==> src/rtl/result_display_pkg.sv <==
`default_nettype none
// ============================================================================
// Module      : result_display_pkg
// Description : Shared constants, converter state encoding, 7-segment
//               patterns and the double-dabble digit-adjust helper used by
//               result_display and seg7_decode.
// Revision    : 1.0 - initial release
// ============================================================================
package result_display_pkg;

  // Geometry of the displayed result
  localparam int DIGITS = 5;
  localparam int DATA_W = 14;
  localparam int BCD_W  = 4 * DIGITS;
  localparam int STEP_W = 4;

  // Number of double-dabble steps, one per input bit
  localparam logic [STEP_W-1:0] LAST_STEP = STEP_W'(DATA_W);

  // Converter FSM encoding
  typedef enum logic [1:0] {
    ST_IDLE  = 2'd0,
    ST_SHIFT = 2'd1,
    ST_DONE  = 2'd2
  } conv_state_t;

  // Active-low segment patterns, bit6 = g ... bit0 = a
  localparam logic [6:0] SEG_0     = 7'b1000000;
  localparam logic [6:0] SEG_1     = 7'b1111001;
  localparam logic [6:0] SEG_2     = 7'b0100100;
  localparam logic [6:0] SEG_3     = 7'b0110000;
  localparam logic [6:0] SEG_4     = 7'b0011001;
  localparam logic [6:0] SEG_5     = 7'b0010010;
  localparam logic [6:0] SEG_6     = 7'b0000010;
  localparam logic [6:0] SEG_7     = 7'b1111000;
  localparam logic [6:0] SEG_8     = 7'b0000000;
  localparam logic [6:0] SEG_9     = 7'b0010000;
  localparam logic [6:0] SEG_BLANK = 7'b1111111;

  // Code fed to the decoder to force a blank digit (any of 10..15 works)
  localparam logic [3:0] CODE_BLANK = 4'hF;

  // Double-dabble pre-shift correction: every BCD digit >= 5 gets +3 so
  // that the following left shift carries correctly into the next digit.
  function automatic logic [BCD_W-1:0] dabble_adjust(input logic [BCD_W-1:0] v);
    logic [BCD_W-1:0] r;
    r = v;
    for (int i = 0; i < DIGITS; i++) begin
      if (v[4*i +: 4] >= 4'd5) begin
        r[4*i +: 4] = v[4*i +: 4] + 4'd3;
      end
    end
    return r;
  endfunction

endpackage
`default_nettype wire

==> src/rtl/seg7_decode.sv <==
`default_nettype none
// ============================================================================
// Module      : seg7_decode
// Description : Combinational BCD to active-low 7-segment decoder. Codes
//               10..15 decode to a blank digit.
// Ports       : code - 4-bit BCD digit in
//               seg  - active-low segments out, bit6 = g ... bit0 = a
// Revision    : 1.0 - initial release
// ============================================================================
module seg7_decode
  import result_display_pkg::*;
(
  input  logic [3:0] code,
  output logic [6:0] seg
);

  always_comb begin
    seg = SEG_BLANK;
    unique case (code)
      4'd0:    seg = SEG_0;
      4'd1:    seg = SEG_1;
      4'd2:    seg = SEG_2;
      4'd3:    seg = SEG_3;
      4'd4:    seg = SEG_4;
      4'd5:    seg = SEG_5;
      4'd6:    seg = SEG_6;
      4'd7:    seg = SEG_7;
      4'd8:    seg = SEG_8;
      4'd9:    seg = SEG_9;
      default: seg = SEG_BLANK;
    endcase
  end

endmodule
`default_nettype wire

==> src/rtl/result_display.sv <==
`default_nettype none
// ============================================================================
// Module      : result_display
// Description : Converts the 14-bit processor result to 5-digit BCD with a
//               serial double-dabble FSM and scans it onto a multiplexed,
//               active-low 7-segment display with leading-zero blanking.
// Ports       : clk       - single clock, rising edge
//               rst_n     - synchronous active-low reset
//               resultado - 14-bit unsigned value to display
//               bcd       - registered packed BCD, digit 4 in [19:16]
//               done      - one-cycle pulse when bcd takes a new value
//               busy      - high while a conversion is in progress
//               seg       - active-low segments of the selected digit
//               an        - active-low one-hot digit enable, an[0] = LSD
// Parameters  : REFRESH_DIV - cycles each digit stays selected (2..2^20)
// Revision    : 1.0 - initial release
// ============================================================================
module result_display
  import result_display_pkg::*;
#(
  parameter int REFRESH_DIV = 50000
)
(
  input  logic              clk,
  input  logic              rst_n,
  input  logic [DATA_W-1:0] resultado,
  output logic [BCD_W-1:0]  bcd,
  output logic              done,
  output logic              busy,
  output logic [6:0]        seg,
  output logic [DIGITS-1:0] an
);

  // --------------------------------------------------------------------------
  // Converter
  // --------------------------------------------------------------------------
  conv_state_t       state, state_next;
  logic [DATA_W-1:0] captured, captured_next;
  logic [BCD_W-1:0]  scratch, scratch_next;
  logic [STEP_W-1:0] step_cnt, step_next;
  logic [BCD_W-1:0]  bcd_next;
  logic              done_next;
  logic              busy_next;
  logic [BCD_W-1:0]  adjusted;
  logic [STEP_W-1:0] bit_idx;

  assign adjusted = dabble_adjust(scratch);
  // MSB of the captured value goes in first
  assign bit_idx  = STEP_W'(DATA_W - 1) - step_cnt;

  always_ff @(posedge clk) begin
    if (!rst_n) begin
      state    <= ST_IDLE;
      captured <= '0;
      scratch  <= '0;
      step_cnt <= '0;
      bcd      <= '0;
      done     <= 1'b0;
      busy     <= 1'b0;
    end else begin
      state    <= state_next;
      captured <= captured_next;
      scratch  <= scratch_next;
      step_cnt <= step_next;
      bcd      <= bcd_next;
      done     <= done_next;
      busy     <= busy_next;
    end
  end

  always_comb begin
    state_next    = state;
    captured_next = captured;
    scratch_next  = scratch;
    step_next     = step_cnt;
    bcd_next      = bcd;
    done_next     = 1'b0;
    busy_next     = busy;
    unique case (state)
      ST_IDLE: begin
        // Comparing against the captured value (not the previous input)
        // means a change that arrived mid-conversion is picked up here.
        if (resultado != captured) begin
          captured_next = resultado;
          scratch_next  = '0;
          step_next     = '0;
          busy_next     = 1'b1;
          state_next    = ST_SHIFT;
        end
      end
      ST_SHIFT: begin
        // After the last step one extra SHIFT cycle elapses before DONE,
        // which fixes the change-to-done latency at 16 edges.
        if (step_cnt == LAST_STEP) begin
          state_next = ST_DONE;
        end else begin
          scratch_next = {adjusted[BCD_W-2:0], captured[bit_idx]};
          step_next    = step_cnt + 1'b1;
        end
      end
      ST_DONE: begin
        bcd_next   = scratch;
        done_next  = 1'b1;
        busy_next  = 1'b0;
        state_next = ST_IDLE;
      end
      default: begin
        state_next = ST_IDLE;
        busy_next  = 1'b0;
      end
    endcase
  end

  // --------------------------------------------------------------------------
  // Display scan (runs independently of the converter)
  // --------------------------------------------------------------------------
  localparam int               CNT_W    = (REFRESH_DIV > 1) ? $clog2(REFRESH_DIV) : 1;
  localparam logic [CNT_W-1:0] CNT_LAST = CNT_W'(REFRESH_DIV - 1);
  localparam logic [2:0]       IDX_LAST = 3'(DIGITS - 1);

  logic [CNT_W-1:0]  refresh_cnt;
  logic [2:0]        digit_idx;
  logic [DIGITS-1:0] blank;
  logic              zeros_above;
  logic [3:0]        digit_code;
  logic [6:0]        seg_next;

  always_ff @(posedge clk) begin
    if (!rst_n) begin
      refresh_cnt <= '0;
      digit_idx   <= '0;
    end else if (refresh_cnt == CNT_LAST) begin
      refresh_cnt <= '0;
      digit_idx   <= (digit_idx == IDX_LAST) ? 3'd0 : digit_idx + 3'd1;
    end else begin
      refresh_cnt <= refresh_cnt + 1'b1;
    end
  end

  // A digit is blank when it and every digit above it are zero; the least
  // significant digit always shows, so a zero result reads "0".
  always_comb begin
    blank       = '0;
    zeros_above = 1'b1;
    for (int i = DIGITS - 1; i >= 1; i--) begin
      zeros_above = zeros_above && (bcd[4*i +: 4] == 4'd0);
      blank[i]    = zeros_above;
    end
  end

  always_comb begin
    digit_code = CODE_BLANK;
    for (int i = 0; i < DIGITS; i++) begin
      if (digit_idx == 3'(i)) begin
        digit_code = blank[i] ? CODE_BLANK : bcd[4*i +: 4];
      end
    end
  end

  seg7_decode u_seg7_decode (
    .code (digit_code),
    .seg  (seg_next)
  );

  always_ff @(posedge clk) begin
    if (!rst_n) begin
      an  <= ~DIGITS'(1);
      seg <= SEG_0;
    end else begin
      an  <= ~(DIGITS'(1) << digit_idx);
      seg <= seg_next;
    end
  end

endmodule
`default_nettype wire

==> config.mk <==
export PLATFORM = sky130hd
export DESIGN_NAME = result_display
export DESIGN_NICKNAME = d
export VERILOG_FILES = /design/src/rtl/result_display_pkg.sv /design/src/rtl/seg7_decode.sv /design/src/rtl/result_display.sv
export SDC_FILE = /design/constraint.sdc
export NUM_CORES = 1
export LEC_CHECK = 0
export BUFFER_PORTS_ARGS = -buffer_cell sky130_fd_sc_hd__buf_2
export CAP_MARGIN = 20
export CORE_UTILIZATION = 53
export DETAILED_ROUTE_END_ITERATION = 8
export PLACE_DENSITY = 0.78
export SLEW_MARGIN = 10
export SYNTH_ARGS = -nofsm -noshare
export SYNTH_HDL_FRONTEND = slang
export SYNTH_HIERARCHICAL = 1
export SYNTH_SLANG_ARGS = --single-unit
==> constraint.sdc <==
create_clock -name clk -period 2.5 [get_ports clk]
set_clock_uncertainty 0.1 [all_clocks]
set_input_delay 0.375 -clock clk [delete_from_list [all_inputs] [get_ports clk]]
set_output_delay 0.375 -clock clk [all_outputs]
set_load 0.01 [all_outputs]
# == After elaboration in Yosys (flattened, before gate mapping) ==
# Memory sizes are Yosys's and may differ from the RTL's. A register that Yosys moved wholly into a read port is not among the register bits.
# Index checks and enable logic that the tools add are counted.
# classes
n_addsub,9
order_cmp,6
n_eq_ne,12
shifts,1
muxes,29
bitwise,3
n_reduce_logical,16
# op_table
cell,count
$mux W4,15
$mux W20,2
$pmux W20 S2,1
$ge A4 B3 Y1 const B,5
$add A16 B1 Y16 const B,1
$add A4 B2 Y4 const B,4
$eq A16 B16 Y1 const B,1
$logic_not A4 Y1,4
$ne A14 B14 Y1,1
$pmux W4 S2,1
$eq A3 B2 Y1 const B,2
$mux W3,2
$ne A2 B2 Y1 const B,3
$reduce_and A2 Y1,3
$lt A4 B5 Y1 const B,1
$not A5 Y5,1
$shl A1 B3 Y5 const A,1
$add A4 B1 Y4 const B,1
$bmux W1 S4,1
$eq A4 B4 Y1 const B,1
$mux W2,2
$pmux W2 S2,1
$sub A4 B4 Y4 const A,1
$add A3 B1 Y3 const B,1
other kinds (15),20
# word_totals
ff_bits,86
romBits,112
in_bits,16
word_cells,87
mem_count,1
# mem_list
name,words,width,read_ports,rd_clocked_by_memory_dff,write_ports,line,text
(no name shown),16,7,1,1,0,seg7_decode.sv:19,unique case (code)

# == Longest topological paths before layout ==
# depth
depth_word,9
depth_mapped,13
ltp_nobuf,13

# == Hierarchy ==
# The synthesis kept the hierarchy.
# by_module_without_submodules
module,instances,cells_per_inst,area_per_inst_um2,seq_area_each_um2
result_display,1,489,4413.0,1861.8
seg7_decode,1,33,210.2,0.0

# == Worst setup path after synthesis ==
# No wires, ideal clock.
# synth_path
kind,flip-flop to flip-flop
startpoint,register bcd[4]
endpoint,register seg[3]
arrival_ns,2.455
required_time_ns,2.285
slack_ns,-0.170
path_stages_with_launch,11
n_path_buf,0
synth_period_minus_slack_ns,2.670
cell_sequence,dfxtp_1 > or4_1 > o211ai_1 > o221ai_1 > a21oi_1 > inv_1 > ha_1 > or2_1 > a21oi_2 > a31oi_1 > and2_1
# synth_via
elab_chain_len,7
# synth_rtl
item,line,text
"start, declared",result_display.sv:27,"output logic [BCD_W-1:0] bcd,"
"start signal, assigned",result_display.sv:65,bcd <= bcd_next;
$logic_not A4 Y1,result_display.sv:146,zeros_above = zeros_above && (bcd[4*i +: 4] == 4'd0);
$logic_and A1 B1 Y1,result_display.sv:146,
$mux W4,result_display.sv:155,digit_code = blank[i] ? CODE_BLANK : bcd[4*i +: 4];
$mux W4 (4 in series),result_display.sv:154,if (digit_idx == 3'(i)) begin
via digit_code[1],result_display.sv:125,logic [3:0] digit_code;
"end, declared",result_display.sv:30,"output logic [6:0] seg,"
# The timed path passes the listed nets, and every way through them passes these cells.
# A chain may end at the register's enable or synchronous reset.

# == Worst setup path in the final report ==
# layout_path
startpoint,register bcd[15]
endpoint,register seg[3]
# layout_via
elab_chain_len,9
# layout_rtl
item,line
$logic_not A4 Y1 *,result_display.sv:146
$logic_and A1 B1 Y1 *,result_display.sv:146
$logic_and A1 B1 Y1 (2 in series),result_display.sv:146
$mux W4,result_display.sv:155
$mux W4 (2 in series),result_display.sv:154
$mux W4 * (2 in series),result_display.sv:154
via digit_code[1],result_display.sv:125
# The timed path passes the listed nets; every way through them passes the cells marked *.

==> impl_metrics.yaml <==
critical_path:
  max_stage_delay_ps: 350
  cp_slowest_cell: "dfxtp_2"
  required_ps: 2670
  r2r_slack_ps: -80
  crit_arrival_ps: 2740
  cp_max_fo: 4
  path_class: "flop to flop"
  cp-start-kind: "flop"
  path_cells: "nor4_4 -> buf_4 -> nand3_2 -> o211ai_1 -> buf_4 -> o221ai_2 -> a21oi_2 -> inv_2 -> ha_2 -> or2_1 -> a21oi_2 -> a31oi_1 -> and2_1"
  reg2regPathDepth: 13
  crit_buf_inv: 3
  reg2reg_to: "seg[3]"
  cp.depth: 13
  r2r_start: "bcd[15]"
  critPathTopFamily: "simple AND/OR/NAND/NOR gates"
  end_kind: "flop"
logic_synthesis:
  syn_area_per_cell_um2: 8.86
  ys_seq_area_frac: 0.403
  synth_compound_area_frac: 0.154
  synth_top_family_by_area: "simple AND/OR/NAND/NOR gates"
  ys_seq_elements: 93
  synthFlopType: "dfxtp_1"
  yosysWarnings: 6
  syn_inst: 522
  synthMuxAreaShare: 0.0517
  synthArstFlopShare: 0
  synth_xor_area_frac: 0.0739
  netlist_area_um2: 4620
  synthAdderAreaFrac: 0.0677
  synth_nets: 563
  synthTopCellsByArea: "dfxtp_1 (40%), nand2_1 (7.5%), ha_1 (6.8%)"
  ys_types: 52
  synth_edf_count: 0
  yosys.area_share.simple: 0.211
  netlist.area_leader.share: 0.403
  yosysTopAreaCell: "dfxtp_1"
place:
  portBuffers: 49
  gp_congestion: 0.823
  dpl.hpwl_um: 7190
timing:
  report.final.slew_viol_count: 0
  slew-limit-headroom: 0.510
  period_needed_ps: 2580
  tns_ps: -175
  tightestPinTransition_ps: 736
  setup_ws_ps: -78.1
  period_share: 1.03
  clock.fmax_mhz: 388
  rsz0062_at_grt: "true"
  setup_violations: 4
  hold_viol: 0
grt:
  antenna_found_initial: 0
  grt_pass1_wl_um: 16900
  grt-ovfl-total: 0
  grt_pass1_vias: 3694
  grt_use_total: 0.237
  grt_max_degree: 39
routing:
  route.detailed.wl_per_inst_um: 14.9
  dr.pass1.iters: 4
  routed_wl_um: 10600
  ant_nets: 0
  drc: 0
  first_iter_violations: 199
  vias: 3911
  viasPerCell: 5.50
die:
  die_w_um: 95.4
  pin_count: 50
  initial_core_util: 0.554
  die_h_um: 95.4
  dieArea_um2: 9100
  core_region_area_um2: 8340
  rows: 33
cells_and_area:
  syn_to_final_growth_pct: 20.4
  multi_input_area_um2: 2710
  fill_cells: 635
  num_antenna_cells: 0
  drive_above_1_share: 0.256
  fin_util: 0.667
  final_cell_mix: "nand2_1 (92), dfxtp_1 (87), buf_2 (49)"
  final_common_cell: "nand2_1"
  seqCellArea_um2: 1870
  nets: 642
clock_tree:
  root_buffer: "clkbuf_8"
  cts_buffers: 9
  h-tree-depth: 3
  hold_buffers: 0
  clock_path_buffers: 2
  clock_sinks: 93
  cts_tree: "done"
  clock_insertion_delay_worst_skew_ps: 360
  clk_pin_slew_ps: 90
worst_hold_path:
  min_path_cells: 3
  hold_path_class: "primary input to flop"
  min_from: "resultado[1]"
  min_to: "captured[1]"
status:
  status: "finished, violations left"
  violations: "setup timing"
power:
  p_leak_nw: 2.40
  irDropWorstVdd_mv: 0.318
  power_density_nw_per_um2: 496
job:
  drv_cap: 0
-- per-layer routing --
metal / routed length, um / up-vias / GRT usage
met1: 4730 / 1859 / 0.303
met3: 383 / 23 / 0.0463
met4: 221 / 0 / 0.0896
li1: - / 1946 / -
met2: 5230 / 83 / 0.395
met5: 0 / - / 0
-- logic make-up after synthesis --
logic type,after synthesis
flops,93
simple gates,202
buf+inv,41
fa+ha+maj,25
compound gates,102
mux,20
xor+xnor,39
-- synthesized netlist by cell type, types with 12 or more instances --
cell type   n
dfxtp_1    93
nand2_1    92
nand2b_1   13
xor2_1     29
inv_1      17
clkbuf_1   18
ha_1       25
a21boi_0   23
a21oi_1    12
o21ai_0    21
mux2i_1    16
nor2_1     37
-- worst min-delay path, delay by kind of cell --
family | cells | cell delay (ps)
simple gates | 1 | 50
mux | 1 | 60
buf+inv | 1 | 110
-- final cells by class --
type                    instances  share of cell area
multi-input cells             388               0.488
flip-flops and latches         93               0.337
repair buffers                 92               0.103
clock buffers                  10              0.0247
well taps                     105              0.0236
clock inverters                 6              0.0119
inverters                      17              0.0119
-- repair_timing --
item                                    CTS  global route
resized for setup                        13            23
setup buffers                             4             2
pin swaps                                 8            10
endpoints found under the setup margin    7             7
cloned                                    0             0
-- metrics by stage --
step | hold slack, ps | std cells | power (mW) | setup WS, ps | cell area [um2]
after CTS | 155 | 708 | 2.77 | -32.1 | 5460
after floorplan | 326 | 522 | 1.70 | 3.82 | 4640
after global routing | 158 | 711 | 2.87 | -204 | 5570
final | 168 | 711 | 2.76 | -78.1 | 5570
after global placement | 341 | 688 | 1.74 | 21.9 | 5170
after detailed placement | 357 | 688 | 1.74 | -108 | 5170
-- power by group --
part / total (mW) / internal (mW) / switching (mW)
Combinational: 0.186 / 0.0826 / 0.103
Clock: 1.05 / 0.497 / 0.549
Sequential: 1.53 / 1.50 / 0.0251
-- how the worst max path moves through the flow --
stage	from	end	slack (ps)
after floorplan	bcd[4]	seg[3]	4
after global placement	bcd[15]	seg[0]	20
after detailed placement	bcd[15]	seg[3]	-110
after CTS	bcd[7]	seg[3]	-30
after global routing	bcd[15]	seg[0]	-200
final	bcd[15]	seg[3]	-80
-- registers in the layout, indices dropped and copies added, names as in the netlist --
signal / cells
captured: 14
an: 5
busy: 1
refresh_cnt: 16
digit_idx: 3
bcd: 20
step_cnt: 4
scratch: 20
seg: 7
done: 1
state: 2
Note: power is estimated with default switching activity, not from simulation.
